**src/rtl/stopwatch_pkg.sv**
```systemverilog
// Shared constants for the BCD stopwatch: BCD digit width and the
// active-low seven-segment patterns (bit 7 = decimal point, always off).
package stopwatch_pkg;

  localparam int BCD_W = 4;
  localparam int SEG_W = 8;

  localparam logic [SEG_W-1:0] SEG_0     = 8'hC0;
  localparam logic [SEG_W-1:0] SEG_1     = 8'hF9;
  localparam logic [SEG_W-1:0] SEG_2     = 8'hA4;
  localparam logic [SEG_W-1:0] SEG_3     = 8'hB0;
  localparam logic [SEG_W-1:0] SEG_4     = 8'h99;
  localparam logic [SEG_W-1:0] SEG_5     = 8'h92;
  localparam logic [SEG_W-1:0] SEG_6     = 8'h82;
  localparam logic [SEG_W-1:0] SEG_7     = 8'hF8;
  localparam logic [SEG_W-1:0] SEG_8     = 8'h80;
  localparam logic [SEG_W-1:0] SEG_9     = 8'h90;
  localparam logic [SEG_W-1:0] SEG_BLANK = 8'hFF;

  localparam logic [BCD_W-1:0] BCD_MAX = 4'd9;

endpackage

```
**src/rtl/seg7_decode.sv**
```systemverilog
// Combinational BCD digit to active-low seven-segment decoder.
// Codes 10..15 never occur on a legal count; they blank the digit.
module seg7_decode
  import stopwatch_pkg::*;
(
  input  logic [BCD_W-1:0] digit,
  output logic [SEG_W-1:0] seg
);

  // digit -> segment pattern lookup
  always_comb begin
    seg = SEG_BLANK;
    case (digit)
      4'd0:    seg = SEG_0;
      4'd1:    seg = SEG_1;
      4'd2:    seg = SEG_2;
      4'd3:    seg = SEG_3;
      4'd4:    seg = SEG_4;
      4'd5:    seg = SEG_5;
      4'd6:    seg = SEG_6;
      4'd7:    seg = SEG_7;
      4'd8:    seg = SEG_8;
      4'd9:    seg = SEG_9;
      default: seg = SEG_BLANK;
    endcase
  end

endmodule

```
**src/rtl/bcd_stopwatch.sv**
```systemverilog
// BCD up/down stopwatch with registered seven-segment outputs.
// A prescaler divides ADC_CLK_10 by TICK_DIV; each tick steps the BCD count
// up or down (dir sampled on the tick edge), wrapping with a one-cycle tc.
// Optional macro LAP_HOLD_EN: lap rising edges toggle a display hold that
// freezes hex on a snapshot while count_bcd keeps running.
module bcd_stopwatch
  import stopwatch_pkg::*;
#(
  parameter int N_DIGITS = 6,
  parameter int TICK_DIV = 10000
) (
  input  logic                      ADC_CLK_10,
  input  logic                      KEY0,
  input  logic                      en,
  input  logic                      dir,
  input  logic                      clr,
  input  logic                      lap,
  output logic [BCD_W*N_DIGITS-1:0] count_bcd,
  output logic [SEG_W*N_DIGITS-1:0] hex,
  output logic                      tc
);

  localparam int              PRE_W    = (TICK_DIV > 2) ? $clog2(TICK_DIV) : 1;
  localparam logic [PRE_W-1:0] PRE_LAST = PRE_W'(TICK_DIV - 1);
  localparam int              CNT_W    = BCD_W * N_DIGITS;

  logic [PRE_W-1:0]          presc;
  logic                      tick;
  logic [CNT_W-1:0]          cnt_up;
  logic [CNT_W-1:0]          cnt_dn;
  logic                      wrap_up;
  logic                      wrap_dn;
  logic [CNT_W-1:0]          disp;
  logic [SEG_W*N_DIGITS-1:0] seg_live;

  assign tick = en & ~clr & (presc == PRE_LAST);

  // prescaler: free-runs while enabled, clr and reset abandon a partial period
  always_ff @(posedge ADC_CLK_10 or negedge KEY0) begin
    if (!KEY0) begin
      presc <= '0;
    end else if (clr) begin
      presc <= '0;
    end else if (en) begin
      if (presc == PRE_LAST) presc <= '0;
      else                   presc <= presc + 1'b1;
    end
  end

  // ripple-carry BCD increment and ripple-borrow decrement of the live count
  always_comb begin
    cnt_up  = count_bcd;
    cnt_dn  = count_bcd;
    wrap_up = 1'b1;
    wrap_dn = 1'b1;
    for (int i = 0; i < N_DIGITS; i++) begin
      if (wrap_up) begin
        if (count_bcd[i*BCD_W +: BCD_W] >= BCD_MAX) begin
          cnt_up[i*BCD_W +: BCD_W] = '0;
        end else begin
          cnt_up[i*BCD_W +: BCD_W] = count_bcd[i*BCD_W +: BCD_W] + 4'd1;
          wrap_up = 1'b0;
        end
      end
      if (wrap_dn) begin
        if (count_bcd[i*BCD_W +: BCD_W] == 4'd0) begin
          cnt_dn[i*BCD_W +: BCD_W] = BCD_MAX;
        end else if (count_bcd[i*BCD_W +: BCD_W] > BCD_MAX) begin
          cnt_dn[i*BCD_W +: BCD_W] = BCD_MAX - 4'd1;
          wrap_dn = 1'b0;
        end else begin
          cnt_dn[i*BCD_W +: BCD_W] = count_bcd[i*BCD_W +: BCD_W] - 4'd1;
          wrap_dn = 1'b0;
        end
      end
    end
  end

  // count register and wrap pulse; clr outranks tick
  always_ff @(posedge ADC_CLK_10 or negedge KEY0) begin
    if (!KEY0) begin
      count_bcd <= '0;
      tc        <= 1'b0;
    end else if (clr) begin
      count_bcd <= '0;
      tc        <= 1'b0;
    end else if (tick) begin
      count_bcd <= dir ? cnt_up : cnt_dn;
      tc        <= dir ? wrap_up : wrap_dn;
    end else begin
      tc        <= 1'b0;
    end
  end

`ifdef LAP_HOLD_EN
  logic             lap_q;
  logic             hold;
  logic [CNT_W-1:0] snap;

  // registered lap for rising-edge detection
  always_ff @(posedge ADC_CLK_10 or negedge KEY0) begin
    if (!KEY0) lap_q <= 1'b0;
    else       lap_q <= lap;
  end

  // hold toggles on each lap rising edge; entering hold captures the count
  always_ff @(posedge ADC_CLK_10 or negedge KEY0) begin
    if (!KEY0) begin
      hold <= 1'b0;
      snap <= '0;
    end else if (clr) begin
      hold <= 1'b0;
    end else if (lap && !lap_q) begin
      hold <= ~hold;
      if (!hold) snap <= count_bcd;
    end
  end

  assign disp = hold ? snap : count_bcd;
`else
  logic unused_lap;
  assign unused_lap = lap;
  assign disp       = count_bcd;
`endif

  for (genvar g = 0; g < N_DIGITS; g++) begin : g_seg
    seg7_decode u_dec (
      .digit (disp[g*BCD_W +: BCD_W]),
      .seg   (seg_live[g*SEG_W +: SEG_W])
    );
  end

  // display register: one cycle behind the displayed value
  always_ff @(posedge ADC_CLK_10 or negedge KEY0) begin
    if (!KEY0) hex <= {N_DIGITS{SEG_0}};
    else       hex <= seg_live;
  end

endmodule

```
**config.mk**
```make
export PLATFORM = sky130hd
export DESIGN_NAME = bcd_stopwatch
export DESIGN_NICKNAME = d
export VERILOG_FILES = /design/src/rtl/stopwatch_pkg.sv /design/src/rtl/seg7_decode.sv /design/src/rtl/bcd_stopwatch.sv
export SDC_FILE = /design/constraint.sdc
export NUM_CORES = 1
export LEC_CHECK = 0
export CAP_MARGIN = 15
export CORE_MARGIN = 3
export CORE_UTILIZATION = 55
export DETAILED_ROUTE_END_ITERATION = 7
export GPL_ROUTABILITY_DRIVEN = 1
export PLACE_DENSITY = 0.82
export SYNTH_ARGS = -nofsm -noshare
export SYNTH_HDL_FRONTEND = slang
export SYNTH_SLANG_ARGS = --single-unit
```
**constraint.sdc**
```tcl
create_clock -name ADC_CLK_10 -period 3.9 [get_ports ADC_CLK_10]
set_input_delay 0.78 -clock ADC_CLK_10 [delete_from_list [all_inputs] [get_ports ADC_CLK_10]]
set_output_delay 0.78 -clock ADC_CLK_10 [all_outputs]
set_load 0.01 [all_outputs]
```
==> key figures, run 1 <==
STA
  – Final Critical Period: 2.92 ns
  – Sum of negative setup slack: 0 ns
  – Worst Hold Margin: 0.526 ns
  – Peak clock frequency supported by timing: 343 MHz
  – Worst max-slew margin expressed relative to the limit: 0.335
  – Worst path setup slack after routing: 0.983 ns
  – Period utilisation layout: 0.748
  – Final hold violation count: 0
  – Unrepaired setup endpoints after global routing: false
  – Worst Max-Slew Pin Slew: 0.998 ns
  – Final setup violation count: 0
  – Max Clock Skew: 0.0137 ns
  – Max Slew Vio Count: 0

Synth
  – Xor-xnor portion of the synthesized cell area: 0.00705
  – Total number of yosys warnings: 0
  – Yosys reg bits: 81
  – Complex-gate fraction of the synthesized area: 0.212
  – Number of cells produced by synthesis: 569
  – Post-synthesis adder-cell area fraction: 0.0882
  – Top flip-flop cell by instance count after synthesis: dfrtp_1
  – Proportion of synthesized flip-flops having asynchronous set or reset: 1.00
  – Number of synthesized flops with an enable pin: 0
  – Largest family of logic cells by synthesized area: compound AO/OA/AOI/OAI gates
  – Share of cell area taken by muxes after synthesis: 0.0338
  – Synthesized cell area: 4970 um^2
  – Share of synthesized area occupied by flip-flops and latches: 0.410
  – Area fraction in and, or, nand and nor cells after synthesis: 0.197
  – Synth cell types: 60
  – Avg Inst Size Synth: 8.73 um^2

Cells and area
  – Proportion of layout cells with a drive suffix above 1: 0.0784
  – Area of the multi-input gates: 2690 um^2
  – FF/Latch Area: 2030 um^2
  – Signed area change from the synthesized netlist to the final layout: 19.0%
  – Final Instance Area: 5910 um^2
  – Number of filler cells placed in the layout: 719
  – Final net count: 674
  – Antenna Diode Count: 0

Power and ir drop
  – Total power after layout: 4.64 mW
  – Static Leakage: 2.53 nW
  – Pwr Density: 785 nW/um^2
  – Worst vdd ir: 0.000389 V

Floorplan
  – Die area: 10200 um^2
  – Starting utilization of the core area: 0.567
  – Die boundary height: 101 um
  – Number of cell rows: 34
  – Count of boundary I/O pins: 79
  – Std-Cell Core Area: 8760 um^2
  – Horiz. Die Dim: 101 um

Run status
  – Status: completed

CTS
  – H-tree Lvls: 3
  – Post-CTS Setup Repair Bufs: 0
  – TritonCTS clock tree: yes
  – Cts-stage hold buffer count: 0
  – Latest clock arrival within the worst-skew pair: 0.36 ns
  – Clock root cell: clkbuf_8
  – Post-CTS Resized: 0
  – TritonCTS buffer count: 9
  – Clock sink count: 81
  – Clock input transition at the sequential cells of the worst setup and hold paths: 0.08 ns
  – Maximum clock path buffer count: 2

Routing
  – Total wire length: 11700 um
  – Detailed-routed wire length on met2: 5690 um
  – Routed wire length per instance: 15.7 um
  – Detailed-route DRC error count: 0
  – Post-route ant nets: 0
  – Per-cell via count in the routed design: 5.99
  – Met3 WL post-DR: 634 um
  – Wire length on met1: 5130 um
  – Top Layer Used: met4
  – Total via count after detailed routing: 4471
  – First-pass detailed-route iteration total: 5
  – Number of DRC violations after detailed-routing iteration 0: 196

Setup path
  – Crit path required time: 4.14 ns
  – Critical Path Sink Type: register
  – Arr. time, crit path: 3.16 ns
  – Slowest-stage cell, CP: clkdlybuf4s50_1
  – Cell breakdown of the critical path: clkdlybuf4s50_1 -> nand2b_1 -> a21oi_1 -> a2111o_1 -> o32ai_1
  – Crit path max fanout: 11
  – Setup crit start kind: input pin
  – Delay contributed by the slowest stage of the critical path: 0.78 ns
  – Worst Path Class, Setup: in -> reg

Place
  – Final estimated routing congestion in global placement: 0.893
  – # port buffers: 71
  – Worst slack at placement: 0.645 ns
  – Final HPWL from detailed placement: 8210 um
  – Placed instance area: 5740 um^2

Global routing
  – Total routing resource utilization after global routing: 0.233
  – Antenna violations before repair: 0
  – Global-route wire length before repair: 19500 um
  – GR Overflow Total: 0
  – Vias in the first global route: 4284
  – Maximum number of pins on one net before global-route repair: 82

Run
  – Max Cap Viol: 0

Worst hold path
  – Hold/Removal Path Class: reg -> reg
## stage by stage
stage / std cells / utilization
after global routing: 746 / 0.674
after detailed placement: 730 / 0.654
after floorplan: 574 / -
after CTS: 746 / 0.674
final: 746 / 0.674
after global placement: 730 / 0.654
## routing by layer
metal / vias up / GRT usage
li1: 2146 / -
met1: 2119 / 0.301
met2: 178 / 0.395
met3: 28 / 0.0346
met4: 0 / 0.0879
met5: - / 0
## report_power, final
part	leakage [nW]	switching (mW)	total, mW	internal (mW)
registers	1.03	0.377	1.55	1.17
clock network	0.0813	0.310	0.556	0.247
logic	1.41	1.29	2.53	1.24
## area by class of cell
cell class / count / share of cell area
clock buffer: 11 / 0.0239
timing repair buffer: 77 / 0.127
multi-input combinational: 432 / 0.456
sequential: 81 / 0.344
clock inverter: 5 / 0.00550
tap: 108 / 0.0229
inverter: 32 / 0.0203
## sequential cells by signal, summed over array words and instances (netlist names)
signal	cells
count_bcd	24
tc	1
presc	14
hex	42
## cell usage in the layout, fill, tap and decap left out, drive strengths merged, types with 3 or more instances in the layout
cell and count:
dfrtp 75, clkdlybuf4s50 70, a21oi 64, o21ai 59, nand2 51, nor2 50
ha 35, inv 29, nand3 19, nor3 17, nand2b 11, clkbuf 11
mux2i 10, or2 8, nor3b 8, buf 7, mux2 6, conb 6
dfstp 6, o211ai 5, or3b 5, nand4 5, nor4 5, o22ai 5
clkinv 5, xor2 4, o21a 4, o21bai 4, and3 3, a2bb2oi 3
and2 3, a211oi 3, or4 3, o31ai 3, clkinvlp 3
## cells by family after synthesis
family / after synthesis
AO/OA/AOI/OAI: 175
multiplexers: 16
buffers and inverters: 61
flip-flops: 81
adder cells (fa/ha/maj): 35
AND/OR/NAND/NOR: 196
XOR/XNOR: 4
other: 1
## path summary, 6_finish.rpt
path	from	slack, ns	end	cells after the start
worst max-delay path	clr	0.98	count_bcd[11]$_DFFE_PN0P_	5
worst min-delay path	presc[10]$_DFFE_PN0P_	0.53	presc[10]$_DFFE_PN0P_	1
worst max register to register	count_bcd[4]$_DFFE_PN0P_	1.02	count_bcd[20]$_DFFE_PN0P_	7
worst min register to register	presc[10]$_DFFE_PN0P_	0.53	presc[10]$_DFFE_PN0P_	1
max in group asynchronous	KEY0	2.67	count_bcd[21]$_DFFE_PN0P_	1
min in group asynchronous	KEY0	0.58	hex[21]$_DFF_PN0_	1
## critical path: cells and delay by family
kind | cells | cell delay, ns
AOI/OAI and AO/OA | 3 | 1.10
buffers and inverters | 1 | 0.78
and+or+nand+nor | 1 | 0.49
## synthesized netlist by cell type, types with 3 or more instances
cell type / number / area, um^2
o21a_1: 4 / 30.0
ha_1: 35 / 438
or2_2: 8 / 50.1
inv_1: 29 / 109
mux2_2: 6 / 67.6
and3_1: 3 / 18.8
nor3_1: 17 / 85.1
nand3_1: 19 / 95.1
a2bb2oi_1: 3 / 26.3
o31ai_1: 3 / 22.5
clkinv_1: 3 / 11.3
or3b_2: 5 / 43.8
nand4_1: 5 / 31.3
and2_1: 3 / 18.8
clkbuf_1: 22 / 82.6
o21ai_1: 5 / 25.0
mux2i_1: 10 / 100
nor4_1: 5 / 31.3
o21bai_1: 4 / 30.0
nand2b_1: 11 / 68.8
o21ai_0: 54 / 270
nand2_1: 51 / 191
o211ai_1: 5 / 37.5
nor3b_1: 8 / 60.1
buf_4: 6 / 45.0
nor2_1: 49 / 184
a21oi_1: 62 / 310
dfstp_2: 6 / 158
a211oi_1: 3 / 22.5
dfrtp_1: 75 / 1880
o22ai_1: 5 / 31.3
xor2_1: 4 / 35.0
or4_1: 3 / 22.5
Note: power is estimated with default switching activity, not from simulation.
==> inputs of run 2 (changes only) <==
Settings changed: CORE_UTILIZATION 55 to 54, PLACE_DENSITY 0.82 to 0.8.
Clock period 3.9 ns to 2.7 ns, I/O delays scaled along.
==> run 2 against run 1 <==
Die area increased by 1.7%. Highest routed layer unchanged. Clock skew decreased by 0.0021 ns. Sequential cell count unchanged. First-iteration DRC count increased by 50%. Utilization increased by 3.0 points. Combinational power increased by 62%. Global-route usage increased by 1.7 points. Critical path depth increased by 2. Power increased by 52%. Clock power increased by 63%. Clock-buffer cell count increased by 2. Final cell count increased by 4.8%.
==> key figures, run 2 (synthesized netlist as in run 1, its figures left out) <==
Run status
  – Status: completed

STA
  – Worst path setup slack after routing: 0.108 ns
  – Worst Hold Margin: 0.136 ns
  – Max Clock Skew: 0.0116 ns
  – Final setup violation count: 0
  – Worst max-slew margin expressed relative to the limit: 0.469
  – Sum of negative setup slack: 0 ns
  – Worst Max-Slew Pin Slew: 0.789 ns
  – Max Slew Vio Count: 0
  – Final Critical Period: 2.59 ns
  – Peak clock frequency supported by timing: 386 MHz
  – Unrepaired setup endpoints after global routing: false
  – Period utilisation layout: 0.960
  – Final hold violation count: 0

Cells and area
  – Final net count: 710
  – Largest register by flop count: hex
  – Number of filler cells placed in the layout: 662
  – Leading cell type in the layout, fill and taps excluded: dfrtp_1
  – Signed area change from the synthesized netlist to the final layout: 25.4%
  – Final core utilization: 0.704
  – Antenna Diode Count: 0
  – Proportion of layout cells with a drive suffix above 1: 0.126
  – Number of flip-flops under the largest register name: 42
  – Top library cells by usage in the layout, fill and taps aside: dfrtp_1, clkdlybuf4s50_1, a21oi_1
  – Regs by FF count: hex x42, count_bcd x24, presc x14

Global routing
  – Global-route wire length before repair: 21000 um
  – Maximum number of pins on one net before global-route repair: 45
  – Vias in the first global route: 4455
  – Total routing resource utilization after global routing: 0.250
  – GR Overflow Total: 0
  – Antenna violations before repair: 0

Setup path
  – RR Endpoint: count_bcd[20]$_DFFE_PN0P_
  – Delay contributed by the slowest stage of the critical path: 0.49 ns
  – Crit path max fanout: 6
  – Top Family by Delay on Critical Path: simple AND/OR/NAND/NOR gates
  – Launching instance or port of the critical path: count_bcd[4]$_DFFE_PN0P_
  – Path depth of the worst reg2reg path: 7
  – Worst Path Class, Setup: reg -> reg
  – Slowest-stage cell, CP: or3b_2
  – Setup crit start kind: register
  – Cell breakdown of the critical path: inv_1 -> ha_1 -> or3b_2 -> nand4b_1 -> o21ai_1 -> o211ai_1 -> mux2_2
  – Crit path required time: 2.95 ns
  – FF-to-FF Start: count_bcd[4]$_DFFE_PN0P_
  – Buffers and inverters on the worst path: 1
  – Arr. time, crit path: 2.84 ns
  – Capture point of the critical path: count_bcd[20]$_DFFE_PN0P_
  – Critical Path Sink Type: register
  – Register-to-register setup slack: 0.11 ns
  – Worst path depth: 7

Power and ir drop
  – Static Leakage: 2.73 nW
  – Pwr Density: 1140 nW/um^2
  – Net switching power: 2.95 mW
  – Switching Fraction: 0.417
  – Fraction of power consumed by sequential logic: 0.293
  – Worst vdd ir: 0.000558 V
  – Total power after layout: 7.07 mW
  – P_int: 4.12 mW
  – Clk network pwr share: 0.128
  – Gate power share: 0.579

Place
  – Final HPWL from detailed placement: 8980 um
  – Final estimated routing congestion in global placement: 0.951
  – # port buffers: 71
  – Worst slack at placement: 0.149 ns

Routing
  – Total wire length: 12600 um
  – Total via count after detailed routing: 4660
  – Post-route ant nets: 0
  – First-pass detailed-route iteration total: 7
  – Detailed-route DRC error count: 0
  – Number of DRC violations after detailed-routing iteration 0: 294
  – Routed wire length per instance: 16.1 um
  – Per-cell via count in the routed design: 5.96

CTS
  – Clock root cell: clkbuf_8
  – Clock input transition at the sequential cells of the worst setup and hold paths: 0.09 ns
  – Clock sink count: 81
  – Maximum clock path buffer count: 2
  – Cts-stage hold buffer count: 0
  – TritonCTS clock tree: yes
  – Post-CTS Setup Repair Bufs: 0
  – TritonCTS buffer count: 9
  – H-tree Lvls: 3
  – Post-CTS Resized: 0
  – Latest clock arrival within the worst-skew pair: 0.36 ns

Floorplan
  – Starting utilization of the core area: 0.561
  – Horiz. Die Dim: 102 um
  – Die boundary height: 102 um
  – Die area: 10400 um^2
  – Number of cell rows: 34
  – Std-Cell Core Area: 8850 um^2
  – Count of boundary I/O pins: 79

Run
  – Max Cap Viol: 0

Worst hold path
  – Hold/Removal Path Class: in -> async
==> run 2: changes by cell type in the layout (fill, tap and decap cells not counted), sizes merged <==
cell / delta
clkinvlp: -2
buf: +36
clkinv: -1
clkbuf: +2
bufinv: +1
==> run 2: worst min-delay path by stage <==
stage	end	depth (start not counted)	slack [ns]
2_1_floorplan	count_bcd[0]$_DFFE_PN0P_	0	0.24
3_5_place_dp	presc[9]$_DFFE_PN0P_	1	0.52
4_1_cts	hex[18]$_DFF_PN0_	1	0.15
5_1_grt	hex[18]$_DFF_PN0_	1	0.17
3_3_place_gp	presc[10]$_DFFE_PN0P_	1	0.52
6_report	hex[18]$_DFF_PN0_	1	0.14
==> run 2: cell type report <==
type                       count  area (um^2)  share of cell area
clock buffer                  13          149              0.0239
clock inverter                 3         42.5             0.00683
inverter                      32          120              0.0193
multi-input combinational    432         2700               0.433
sequential                    81         2030               0.327
tap                          108          135              0.0217
timing repair buffer         113         1050               0.168
==> run 2: per-stage QoR <==
stage                     instance area (um^2)  std cells
after floorplan                           4990        574
after global placement                    6030        766
after detailed placement                  6030        766
after CTS                                 6220        782
after global routing                      6230        782
final                                     6230        782
==> run 2: layer usage <==
layer | GRT usage | wire (um)
met1 | 0.336 | 5430
met2 | 0.410 | 6000
met3 | 0.0526 | 958
met4 | 0.0716 | 183
met5 | 0 | 0
==> run 2: power groups by stage <==
| stage | sequential [mW] | combinational (mW) | clock (mW) |
|---|---|---|---|
| 2_1_floorplan | 2.24 | 2.16 | 0 |
| 3_3_place_gp | 2.06 | 3.92 | 0 |
| 3_5_place_dp | 2.09 | 4.03 | 0 |
| 4_1_cts | 2.07 | 4.07 | 0.921 |
| 5_1_grt | 2.13 | 4.52 | 0.981 |
| 6_report | 2.07 | 4.09 | 0.904 |
==> run 2: worst register-to-register path, stage by stage, from the launching register on <==
cell and delay (ns):
dfrtp_1 0.47, inv_1 0.22, ha_1 0.20, or3b_2 0.49, nand4b_1 0.19, o21ai_1 0.19, o211ai_1 0.35, mux2_2 0.37
==> inputs of run 3 (changes only) <==
Settings changed: SLEW_MARGIN set to 20.
==> results of run 3 <==
Same layout as run 2: the final DEF is identical, and so are final timing and power.
